File: src/rtl/fhc_pkg.sv
// Shared opcode/condition constants, scoreboard entry layout and the branch
// condition evaluator for the fetch hazard controller.
package fhc_pkg;

    localparam logic [3:0]  OP_LW   = 4'h8;
    localparam logic [3:0]  OP_SW   = 4'h9;
    localparam logic [3:0]  OP_LHB  = 4'hA;
    localparam logic [3:0]  OP_LLB  = 4'hB;
    localparam logic [3:0]  OP_B    = 4'hC;
    localparam logic [3:0]  OP_JAL  = 4'hD;
    localparam logic [3:0]  OP_JR   = 4'hE;
    localparam logic [3:0]  OP_HLT  = 4'hF;

    localparam logic [2:0]  COND_NE  = 3'b000;
    localparam logic [2:0]  COND_EQ  = 3'b001;
    localparam logic [2:0]  COND_GT  = 3'b010;
    localparam logic [2:0]  COND_LT  = 3'b011;
    localparam logic [2:0]  COND_GE  = 3'b100;
    localparam logic [2:0]  COND_LE  = 3'b101;
    localparam logic [2:0]  COND_OV  = 3'b110;
    localparam logic [2:0]  COND_UNC = 3'b111;

    localparam logic [3:0]  R_LINK    = 4'd15;
    localparam logic [15:0] NOP_INSTR = 16'h0000;

    typedef struct packed {
        logic       valid;
        logic [3:0] dest;
        logic       is_load;
        logic       sets_flags;
    } sb_entry_t;

    typedef enum logic [0:0] {
        ST_RUN  = 1'b0,
        ST_HALT = 1'b1
    } fhc_state_t;

    // flags = {Z, V, N}
    function automatic logic cond_true(input logic [2:0] cond, input logic [2:0] flags);
        logic z;
        logic v;
        logic n;
        logic r;
        z = flags[2];
        v = flags[1];
        n = flags[0];
        case (cond)
            COND_NE:  r = ~z;
            COND_EQ:  r = z;
            COND_GT:  r = ~z & ~n;
            COND_LT:  r = n;
            COND_GE:  r = ~n;
            COND_LE:  r = z | n;
            COND_OV:  r = v;
            COND_UNC: r = 1'b1;
            default:  r = 1'b1;
        endcase
        return r;
    endfunction

endpackage

File: src/rtl/fetch_hazard_ctrl_if.sv
// Fetch-side bus between the PC/instruction memory and the fetch hazard controller.
interface fetch_hazard_ctrl_if #(
    parameter int DW = 16
);
    logic [DW-1:0] instr_in;
    logic [DW-1:0] pc_in;
    logic [2:0]    flags_in;
    logic [DW-1:0] id_instr;
    logic [DW-1:0] id_pc;
    logic          id_valid;
    logic          branch_s;
    logic [7:0]    b_offset;
    logic          jal_s;
    logic [11:0]   J_addr;
    logic          jr_s;
    logic          jstall;
    logic          stall;
    logic          hlt;

    modport master (
        output instr_in, pc_in, flags_in,
        input  id_instr, id_pc, id_valid, branch_s, b_offset, jal_s,
               J_addr, jr_s, jstall, stall, hlt
    );

    modport slave (
        input  instr_in, pc_in, flags_in,
        output id_instr, id_pc, id_valid, branch_s, b_offset, jal_s,
               J_addr, jr_s, jstall, stall, hlt
    );
endinterface

File: src/rtl/fetch_hazard_ctrl_scoreboard.sv
// Shift register of instructions past ID (entry 0 = EX) with load-use,
// flag-producer and link-register match outputs.
module hazard_scoreboard
    import fhc_pkg::*;
#(
    parameter int         SB_DEPTH = 2,
    parameter logic [3:0] LINK_REG = 4'd15
) (
    input  logic      clk,
    input  logic      rst_n,
    input  sb_entry_t push,
    input  logic [3:0] src_a,
    input  logic [3:0] src_b,
    input  logic      src_a_used,
    input  logic      src_b_used,
    output logic      load_match,
    output logic      flag_match,
    output logic      link_match
);

    sb_entry_t sb_r [SB_DEPTH];

    // Shift ID's entry into EX and older entries toward MEM.
    always_ff @(posedge clk) begin
        if (!rst_n) begin
            for (int i = 0; i < SB_DEPTH; i++) begin
                sb_r[i] <= '0;
            end
        end else begin
            sb_r[0] <= push;
            for (int i = 1; i < SB_DEPTH; i++) begin
                sb_r[i] <= sb_r[i-1];
            end
        end
    end

    // Only the EX entry can still be a load whose data is not yet forwardable.
    always_comb begin
        load_match = sb_r[0].valid & sb_r[0].is_load & (sb_r[0].dest != 4'd0) &
                     ((src_a_used & (src_a == sb_r[0].dest)) |
                      (src_b_used & (src_b == sb_r[0].dest)));
        flag_match = sb_r[0].valid & sb_r[0].sets_flags;
    end

    // Any pending writer of the link register blocks JR.
    always_comb begin
        link_match = 1'b0;
        for (int i = 0; i < SB_DEPTH; i++) begin
            link_match = link_match | (sb_r[i].valid & (sb_r[i].dest == LINK_REG));
        end
    end

endmodule

File: src/rtl/fetch_hazard_ctrl.sv
// Owns the IF/ID register, decodes the instruction in ID and drives every PC
// control: branch/jump redirects, hazard stalls and the sticky halt.
module fetch_hazard_ctrl
    import fhc_pkg::*;
#(
    parameter int         DW       = 16,
    parameter int         SB_DEPTH = 2,
    parameter logic [3:0] R_LINK   = 4'd15
) (
    input  logic clk,
    input  logic rst_n,
    fetch_hazard_ctrl_if.slave bus
);

    logic [DW-1:0] id_instr_r;
    logic [DW-1:0] id_pc_r;
    logic          id_valid_r;
    fhc_state_t    state_r;
    fhc_state_t    state_nxt_s;

    logic [3:0] op_s;
    logic [3:0] src_a_s;
    logic [3:0] src_b_s;
    logic [3:0] dest_s;
    logic       src_a_used_s;
    logic       src_b_used_s;
    logic       is_load_s;
    logic       sets_flags_s;
    logic       is_b_s;
    logic       is_jal_s;
    logic       is_jr_s;
    logic       is_hlt_s;

    logic       load_match_s;
    logic       flag_match_s;
    logic       link_match_s;
    logic       load_use_s;
    logic       flag_haz_s;
    logic       link_haz_s;
    logic       stall_s;
    logic       halt_req_s;
    logic       flush_s;
    sb_entry_t  push_s;

    logic       ctl_branch_s;
    logic       ctl_jal_s;
    logic       ctl_jr_s;
    logic       ctl_jstall_s;
    logic       ctl_stall_s;
    logic       ctl_hlt_s;

    // Decode the ID instruction into register usage and class.
    always_comb begin
        op_s         = id_instr_r[15:12];
        src_a_s      = id_instr_r[7:4];
        src_b_s      = id_instr_r[3:0];
        src_a_used_s = 1'b0;
        src_b_used_s = 1'b0;
        dest_s       = 4'd0;
        is_load_s    = 1'b0;
        sets_flags_s = 1'b0;
        is_b_s       = 1'b0;
        is_jal_s     = 1'b0;
        is_jr_s      = 1'b0;
        is_hlt_s     = 1'b0;
        case (op_s)
            OP_LW: begin
                dest_s       = id_instr_r[11:8];
                src_a_used_s = 1'b1;
                is_load_s    = 1'b1;
            end
            OP_SW: begin
                src_a_used_s = 1'b1;
                src_b_s      = id_instr_r[11:8];
                src_b_used_s = 1'b1;
            end
            OP_LHB: begin
                dest_s       = id_instr_r[11:8];
                src_a_s      = id_instr_r[11:8];
                src_a_used_s = 1'b1;
            end
            OP_LLB: dest_s   = id_instr_r[11:8];
            OP_B:   is_b_s   = 1'b1;
            OP_JAL: begin
                is_jal_s     = 1'b1;
                dest_s       = R_LINK;
            end
            OP_JR:  is_jr_s  = 1'b1;
            OP_HLT: is_hlt_s = 1'b1;
            default: begin
                dest_s       = id_instr_r[11:8];
                src_a_used_s = 1'b1;
                src_b_used_s = 1'b1;
                sets_flags_s = 1'b1;
            end
        endcase
    end

    hazard_scoreboard #(
        .SB_DEPTH (SB_DEPTH),
        .LINK_REG (R_LINK)
    ) u_sb (
        .clk        (clk),
        .rst_n      (rst_n),
        .push       (push_s),
        .src_a      (src_a_s),
        .src_b      (src_b_s),
        .src_a_used (src_a_used_s),
        .src_b_used (src_b_used_s),
        .load_match (load_match_s),
        .flag_match (flag_match_s),
        .link_match (link_match_s)
    );

    // Hazard qualification and the entry handed to EX (bubble while stalled).
    always_comb begin
        load_use_s = id_valid_r & load_match_s;
        flag_haz_s = id_valid_r & is_b_s & flag_match_s;
        link_haz_s = id_valid_r & is_jr_s & link_match_s;
        stall_s    = load_use_s | flag_haz_s | link_haz_s;
        halt_req_s = id_valid_r & is_hlt_s & ~stall_s;
        if (id_valid_r && !stall_s) begin
            push_s.valid      = 1'b1;
            push_s.dest       = dest_s;
            push_s.is_load    = is_load_s;
            push_s.sets_flags = sets_flags_s;
        end else begin
            push_s = '0;
        end
    end

    // FSM state register.
    always_ff @(posedge clk) begin
        if (!rst_n) begin
            state_r <= ST_RUN;
        end else begin
            state_r <= state_nxt_s;
        end
    end

    // FSM next state: HALT is left only through reset.
    always_comb begin
        case (state_r)
            ST_RUN: begin
                if (halt_req_s) begin
                    state_nxt_s = ST_HALT;
                end else begin
                    state_nxt_s = ST_RUN;
                end
            end
            ST_HALT: state_nxt_s = ST_HALT;
            default: state_nxt_s = ST_RUN;
        endcase
    end

    // FSM outputs: PC controls in RUN, only hlt in HALT.
    always_comb begin
        ctl_branch_s = 1'b0;
        ctl_jal_s    = 1'b0;
        ctl_jr_s     = 1'b0;
        ctl_jstall_s = 1'b0;
        ctl_stall_s  = 1'b0;
        ctl_hlt_s    = 1'b0;
        case (state_r)
            ST_RUN: begin
                ctl_branch_s = id_valid_r & is_b_s & ~flag_haz_s &
                               cond_true(id_instr_r[11:9], bus.flags_in);
                ctl_jal_s    = id_valid_r & is_jal_s;
                ctl_jr_s     = id_valid_r & is_jr_s;
                ctl_jstall_s = link_haz_s;
                ctl_stall_s  = stall_s;
                ctl_hlt_s    = halt_req_s;
            end
            ST_HALT: ctl_hlt_s = 1'b1;
            default: ctl_hlt_s = 1'b0;
        endcase
        flush_s = ctl_branch_s | ctl_jal_s | (ctl_jr_s & ~ctl_jstall_s);
    end

    // IF/ID register: hold on stall, bubble on redirect or halt, else load.
    always_ff @(posedge clk) begin
        if (!rst_n) begin
            id_valid_r <= 1'b0;
            id_instr_r <= NOP_INSTR;
            id_pc_r    <= '0;
        end else if (ctl_stall_s) begin
            id_valid_r <= id_valid_r;
            id_instr_r <= id_instr_r;
            id_pc_r    <= id_pc_r;
        end else if (flush_s || ctl_hlt_s) begin
            id_valid_r <= 1'b0;
            id_instr_r <= NOP_INSTR;
            id_pc_r    <= bus.pc_in;
        end else begin
            id_valid_r <= 1'b1;
            id_instr_r <= bus.instr_in;
            id_pc_r    <= bus.pc_in;
        end
    end

    assign bus.id_instr = id_instr_r;
    assign bus.id_pc    = id_pc_r;
    assign bus.id_valid = id_valid_r;
    assign bus.b_offset = id_instr_r[7:0];
    assign bus.J_addr   = id_instr_r[11:0];
    assign bus.branch_s = ctl_branch_s;
    assign bus.jal_s    = ctl_jal_s;
    assign bus.jr_s     = ctl_jr_s;
    assign bus.jstall   = ctl_jstall_s;
    assign bus.stall    = ctl_stall_s;
    assign bus.hlt      = ctl_hlt_s;

endmodule

File: src/flat_wrapper.sv
// flat-port wrapper written by rule: the top's interface ports become plain ports
module fetch_hazard_ctrl_flat import fhc_pkg::*;
#(
    parameter int         DW       = 16,
    parameter int         SB_DEPTH = 2,
    parameter logic [3:0] R_LINK   = 4'd15
)
  (clk, rst_n, bus_instr_in, bus_pc_in, bus_flags_in, bus_id_instr, bus_id_pc, bus_id_valid, bus_branch_s, bus_b_offset, bus_jal_s, bus_J_addr, bus_jr_s, bus_jstall, bus_stall, bus_hlt);
  fetch_hazard_ctrl_if #(.DW(DW)) bus_i ();
  input  logic clk;
  input  logic rst_n;
  input wire logic [$bits(bus_i.instr_in)-1:0] bus_instr_in;
  input wire logic [$bits(bus_i.pc_in)-1:0] bus_pc_in;
  input wire logic [$bits(bus_i.flags_in)-1:0] bus_flags_in;
  output wire logic [$bits(bus_i.id_instr)-1:0] bus_id_instr;
  output wire logic [$bits(bus_i.id_pc)-1:0] bus_id_pc;
  output wire logic [$bits(bus_i.id_valid)-1:0] bus_id_valid;
  output wire logic [$bits(bus_i.branch_s)-1:0] bus_branch_s;
  output wire logic [$bits(bus_i.b_offset)-1:0] bus_b_offset;
  output wire logic [$bits(bus_i.jal_s)-1:0] bus_jal_s;
  output wire logic [$bits(bus_i.J_addr)-1:0] bus_J_addr;
  output wire logic [$bits(bus_i.jr_s)-1:0] bus_jr_s;
  output wire logic [$bits(bus_i.jstall)-1:0] bus_jstall;
  output wire logic [$bits(bus_i.stall)-1:0] bus_stall;
  output wire logic [$bits(bus_i.hlt)-1:0] bus_hlt;
  assign bus_i.instr_in = bus_instr_in;
  assign bus_i.pc_in = bus_pc_in;
  assign bus_i.flags_in = bus_flags_in;
  assign bus_id_instr = bus_i.id_instr;
  assign bus_id_pc = bus_i.id_pc;
  assign bus_id_valid = bus_i.id_valid;
  assign bus_branch_s = bus_i.branch_s;
  assign bus_b_offset = bus_i.b_offset;
  assign bus_jal_s = bus_i.jal_s;
  assign bus_J_addr = bus_i.J_addr;
  assign bus_jr_s = bus_i.jr_s;
  assign bus_jstall = bus_i.jstall;
  assign bus_stall = bus_i.stall;
  assign bus_hlt = bus_i.hlt;
  fetch_hazard_ctrl #(.DW(DW), .SB_DEPTH(SB_DEPTH), .R_LINK(R_LINK)) u_core (.clk(clk), .rst_n(rst_n), .bus(bus_i));
endmodule
File: config.mk
export PLATFORM = sky130hd
export DESIGN_NAME = fetch_hazard_ctrl_flat
export DESIGN_NICKNAME = d
export VERILOG_FILES = /design/src/rtl/fhc_pkg.sv /design/src/rtl/fetch_hazard_ctrl_if.sv /design/src/rtl/fetch_hazard_ctrl_scoreboard.sv /design/src/rtl/fetch_hazard_ctrl.sv /design/src/flat_wrapper.sv
export SDC_FILE = /design/constraint.sdc
export NUM_CORES = 1
export LEC_CHECK = 0
export BUFFER_PORTS_ARGS = -buffer_cell sky130_fd_sc_hd__buf_2
export CORE_MARGIN = 2
export CORE_UTILIZATION = 52
export DETAILED_ROUTE_END_ITERATION = 12
export GPL_TIMING_DRIVEN = 0
export PLACE_DENSITY = 0.84
export SYNTH_ARGS = -nofsm -noshare
export SYNTH_HDL_FRONTEND = slang
export SYNTH_HIERARCHICAL = 1
export SYNTH_SLANG_ARGS = --single-unit
File: constraint.sdc
create_clock -name clk -period 6.7 [get_ports clk]
set_input_delay 1.005 -clock clk [delete_from_list [all_inputs] [get_ports clk]]
set_output_delay 1.005 -clock clk [all_outputs]
set_load 0.02 [all_outputs]
* Yosys cells after proc, flatten, opt, wreduce, memory -nomap -nowiden *
Memory sizes are Yosys's and may differ from the RTL's.
Index checks and enable logic that the tools add are counted.

storage, ports and cells
  flip-flop bits (word level) = 34
  RAM bits = 14
  logic and storage cells = 96
  memories kept = 1

memory list
  name              depth  width  read ports  clocked after memory_dff  wr ports  RTL line                            text
  u_core.u_sb.sb_r  2      7      2           0                         2         fetch_hazard_ctrl_scoreboard.sv:21  sb_entry_t sb_r [SB_DEPTH];

operators by class
  equality and inequality tests = 19
  multiplexer cells = 28
  bitwise logic cells = 35
  reduce and logical (&&, ||, !) cells = 9

operators by type and width
  cell                  number
  $eq A4 B4 Y1 const B  10
  $mux W7               3
  $and A1 B1 Y1         20
  $mux W1               18
  $mux W16              1
  $eq A3 B3 Y1 const B  4
  $or A1 B1 Y1          9
  $eq A4 B4 Y1          2
  $mux W4               2
  $pmux W1 S8           1
  $pmux W4 S2           1
  $reduce_or A8 Y1      1
  $reduce_or A7 Y1      1
  $eq A3 B2 Y1 const B  2
  $not A1 Y1            6
  $reduce_or A5 Y1      1
  $pmux W1 S2           2
  $reduce_bool A4 Y1    1
  $reduce_or A4 Y1      1
  $eq A3 B1 Y1 const B  1
  $logic_not A3 Y1      1
  $logic_and A1 B1 Y1   1
  $logic_not A1 Y1      1
  $logic_or A1 B1 Y1    1

* Depth between registers and ports, before layout *
  depth after elaboration = 14
  depth in mapped cells = 15
  mapped depth without buffers = 12

* By module *
Netlist, hierarchy kept.

modules (own cells, without submodules)
  module             instances  cells each  area each (um2)  seq. area each (um2)
  fetch_hazard_ctrl  1          228         1941.9           680.7
  hazard_scoreboard  1          46          459.2            240.2

* Least setup slack after synthesis *
No wires, ideal clock.

  path type = register to output
  start point = reg u_core.id_instr_r[15], in the netlist u_core/bus.id_instr[15]
  end point = out bus_stall
  arrival time = 2690 ps
  required time = 5695 ps
  path slack = 3005 ps
  stages on the path, launching flop included = 14
  path through = dfxtp_1 > clkbuf_2 > nand2b_1 > nor3b_1 > mux2_2 > xor2_1 > nor3_1 > nand3_1 > a21oi_1 > nand2_1 > a21o_1 > buf_6 > clkinv_4 > buf_6

on the way
  longest elaborated chain between the ends = 10
  elaborated cells on any way between the ends = 30
  classes of those cells = eq/ne: 10; mux: 7; bitwise: 11; reduce/logical: 2

ends and longest elaborated chain
  item                        RTL line                            text
  from (decl)                 fetch_hazard_ctrl.sv:15             logic [DW-1:0] id_instr_r;
  from (signal assigned)      fetch_hazard_ctrl.sv:188            id_instr_r <= id_instr_r;
  from (signal assigned)      fetch_hazard_ctrl.sv:196            id_instr_r <= bus.instr_in;
  $eq A4 B4 Y1                fetch_hazard_ctrl.sv:66             case (op_s)
  $mux W4                     fetch_hazard_ctrl.sv:66
  via u_core.src_a_s[0]       fetch_hazard_ctrl.sv:22             logic [3:0] src_a_s;
  $eq A4 B4 Y1                fetch_hazard_ctrl_scoreboard.sv:40  ((src_a_used & (src_a == sb_r[0].dest)) |
  $and A1 B1 Y1               fetch_hazard_ctrl_scoreboard.sv:40
  $or A1 B1 Y1                fetch_hazard_ctrl_scoreboard.sv:40
  $and A1 B1 Y1               fetch_hazard_ctrl_scoreboard.sv:39  load_match = sb_r[0].valid & sb_r[0].is_load & (sb_r[0].dest != 4'd0) &
  via u_core.load_match_s     fetch_hazard_ctrl.sv:34             logic load_match_s;
  $and A1 B1 Y1               fetch_hazard_ctrl.sv:117            load_use_s = id_valid_r & load_match_s;
  $or A1 B1 Y1 (2 in series)  fetch_hazard_ctrl.sv:120            stall_s = load_use_s | flag_haz_s | link_haz_s;
  $mux W1                     fetch_hazard_ctrl.sv:164            case (state_r)
  to (decl)                   flat_wrapper.sv:24                  output wire logic [$bits(bus_i.stall)-1:0] bus_stall;

The timed path passes the listed nets, and every way through them passes these cells.

* Worst setup path in the final report *
  start point = reg u_core.id_instr_r[12], in the netlist u_core/bus.id_instr[12]
  end point = out bus_stall

on the way
  longest elaborated chain between the ends = 10
  elaborated cells on any way between the ends = 30
  classes of those cells = eq/ne: 10; mux: 7; bitwise: 11; reduce/logical: 2

ends and longest elaborated chain
  item                        RTL line                            text
  $eq A4 B4 Y1                fetch_hazard_ctrl.sv:66
  $mux W4                     fetch_hazard_ctrl.sv:66
  via u_core.src_b_s[1]       fetch_hazard_ctrl.sv:23             logic [3:0] src_b_s;
  $eq A4 B4 Y1                fetch_hazard_ctrl_scoreboard.sv:41  (src_b_used & (src_b == sb_r[0].dest)));
  $and A1 B1 Y1               fetch_hazard_ctrl_scoreboard.sv:41
  $or A1 B1 Y1                fetch_hazard_ctrl_scoreboard.sv:40
  $and A1 B1 Y1               fetch_hazard_ctrl_scoreboard.sv:39
  via u_core.load_match_s     fetch_hazard_ctrl.sv:34
  $and A1 B1 Y1               fetch_hazard_ctrl.sv:117
  $or A1 B1 Y1 (2 in series)  fetch_hazard_ctrl.sv:120
  $mux W1                     fetch_hazard_ctrl.sv:164

The timed path passes the listed nets, and every way through them passes these cells.

==> qor.csv <==
stage,metric,value,unit
run_status,status,finished clean,
clock_network,post_cts_resized,0,
flow_run,drv_cap,0,
synthesis,synth_ff_type,dfxtp_1,
final_layout,final_cell_mix,"buf_2 (99), dfxtp_1 (46), nand3_1 (38), nand2_1 (37), buf_4 (20)",
global_routing,grt.overflow.total,0,
die,dieArea,5177,um^2
synthesis,syn_area,2401,um^2
synthesis,syn_inst,274,
synthesis,synth.distinct_cells,44,
clock_network,htree_levels,2,
global_routing,first_global_vias,1903,
drt,viasPerCell,5.068,
placed_design,place_ws,2.714,ns
final_layout,area_delta_synth_final,26.11,%
synthesis,yosys_warnings,6,
sta,fin_skew,0.008199,ns
synthesis,synth.net_count,311,
final_layout,finish.utilization,68.59,%
setup_path,start_kind,register,
synthesis,avgSynthCellArea,8.763,um^2
drt,vias,2174,
min_path,whs_path_depth,2,
global_routing,antenna_found_initial,0,
min_path,min_path_type,reg2reg,
drt,drtIter0Drc,115,
clock_network,cts_tree,built,
sta,fin_ws,2.347,ns
setup_path,rr_worst_depth,14,
synthesis,yosys_register_bits,46,
pwr,power.total,0.5728,mW
sta,setup_viol,0,
pwr,ir_drop,0.1205,mV
synthesis,ys_seq_area_share,38.35,%
sta,tns,0,ns
setup_path,required,5.69,ns
sta,drv_slew,0,
die,die_x,71.95,um
final_layout,layout_commonest_cell,buf_2,
drt,drc,0,
sta,worst_pin_slew,0.6401,ns
setup_path,cp-end-kind,primary output,
clock_network,holdBufCountCts,0,
sta,fmax,229.7,MHz
pwr,total_leakage_power,1.492,nW
synthesis,synth-async-reset-ratio,0,%
clock_network,numCtsBuffers,5,
clock_network,cts.sinks,46,
final_layout,diodes,0,
sta,finalHoldViolations,0,
global_routing,grt_pass1_wl,9.039,mm
pwr,powerDensity,189.2,nW/um^2
die,fp.dieH,71.95,um
placed_design,portBuffers,95,
drt,avgRoutedWirePerCell,12.99,um
die,rows,24,
sta,slew_headroom,56.22,%
final_layout,fin_nets,413,
global_routing,grt_usage,22.21,%
setup_path,crit_fanout,10,
placed_design,dpl.hpwl,4.235,mm
clock_network,clock_latency,0.30,ns
placed_design,placed_area,2942,um^2
clock_network,ctsRootBufferMaster,clkbuf_8,
clock_network,clkTransAtPathRegs,0.09,ns
die,io_pins,96,
drt,firstDrtPassIters,4,
die,initial_core_util,54.39,%
final_layout,drive_gt1_share,45.89,%
clock_network,cts_buffer_depth,2,
drt,wirelength,5.574,mm
sta,rsz0062_at_grt,false,
sta,fin_crit_sh,64.98,%
global_routing,grt_max_degree,15,
die,coreArea,4414,um^2
clock_network,cts_setup_buffers,0,
sta,finalCriticalPeriod,4.353,ns
placed_design,place.gp.congestion,0.8043,
setup_path,path_class,reg2out,
synthesis,synth-edff-count,0,
drt,drtAntennaViolNets,0,
setup_path,worst-endpoint-arrival,3.35,ns
final_layout,design_area,3028,um^2
==> through the flow <==
stage          hold WS [ns]  std cells
2_1_floorplan        0.4674        274
3_3_place_gp         0.4395        421
3_5_place_dp         0.4461        421
4_1_cts              0.4588        429
5_1_grt              0.4714        429
6_report             0.4557        429
==> sequential cells by signal, summed over array words and instances (netlist names) <==
| name | count |
|---|---|
| u_core/bus.id_pc | 16 |
| u_core/bus.id_valid | 1 |
| u_core/state_r | 1 |
| u_core/u_sb/sb_r | 12 |
| u_core/bus.id_instr | 16 |
==> synth_stat cells, types with 3 or more instances <==
| library cell | n | area, um^2 |
|---|---|---|
| buf_4 | 20 | 150.1 |
| o21ai_2 | 10 | 87.58 |
| clkbuf_1 | 5 | 18.77 |
| a21boi_0 | 4 | 30.03 |
| xor2_1 | 6 | 52.55 |
| buf_2 | 4 | 20.02 |
| nand2_1 | 37 | 138.9 |
| nor3_1 | 4 | 20.02 |
| buf_6 | 5 | 56.30 |
| nor2_1 | 5 | 18.77 |
| nand3_1 | 38 | 190.2 |
| a21oi_1 | 7 | 35.03 |
| inv_1 | 3 | 11.26 |
| and2_1 | 14 | 87.58 |
| mux2_2 | 8 | 90.09 |
| a21boi_2 | 13 | 146.4 |
| dfxtp_1 | 46 | 920.9 |
| nand2_2 | 3 | 18.77 |
| o21ai_0 | 10 | 50.05 |
==> final cells by class <==
type	count	area (um^2)
clock inverters	2	13.76
plain buffers	39	287.8
multi-input cells	185	1172
repair buffers	95	475.5
clock buffers	6	72.57
flip-flops and latches	46	920.9
fillers	381	1386
inverters	4	20.02
well taps	52	65.06
==> cells by family (layout without fill, tap and decap cells) <==
| group | after synthesis | after routing | synth area share [%] |
|---|---|---|---|
| simple gates | 116 | 116 | 24.18 |
| compound gates | 52 | 52 | 17.56 |
| flops | 46 | 46 | 38.35 |
| buf+inv | 43 | 146 | 12.82 |
| mux | 9 | 9 | 4.169 |
| xor+xnor | 8 | 8 | 2.918 |
==> path summary, 6_finish.rpt <==
path                                                      startpoint                             endpoint  slack [ns]
worst min register to register      u_core/bus.id_pc[3]$_SDFFE_PN0N_     u_core/bus.id_pc[3]$_SDFFE_PN0N_        0.46
worst max-delay path            u_core/bus.id_instr[12]$_SDFFE_PN0N_                            bus_stall        2.35
worst min-delay path                u_core/bus.id_pc[3]$_SDFFE_PN0N_     u_core/bus.id_pc[3]$_SDFFE_PN0N_        0.46
worst max register to register  u_core/bus.id_instr[12]$_SDFFE_PN0N_  u_core/bus.id_instr[4]$_SDFFE_PN0N_        3.55
==> power breakdown <==
group	total (mW)	internal [mW]	switching, mW
Clock	0.166	0.0736	0.0920
Combinational	0.107	0.0494	0.0581
Sequential	0.300	0.287	0.0132
Total	0.573	0.410	0.163
==> worst max-delay path, stage by stage, from the launching register on <==
cell and delay (ns):
dfxtp_1 0.35, clkbuf_1 0.35, nand2b_1 0.16, nor2_1 0.32
mux2_2 0.39, xor2_1 0.14, nor3_1 0.21, nand3_1 0.10
a21oi_1 0.21, nand2_1 0.10, a21o_1 0.21, buf_6 0.14
clkinv_4 0.07, buf_6 0.13, buf_2 0.17
==> metal layers <==
layer	track usage, %	wire, um
met1	29.12	2500
met2	36.21	2710
met4	10.06	74
met5	0	0
met3	3.472	288
Power figures use the tool's default switching activity.
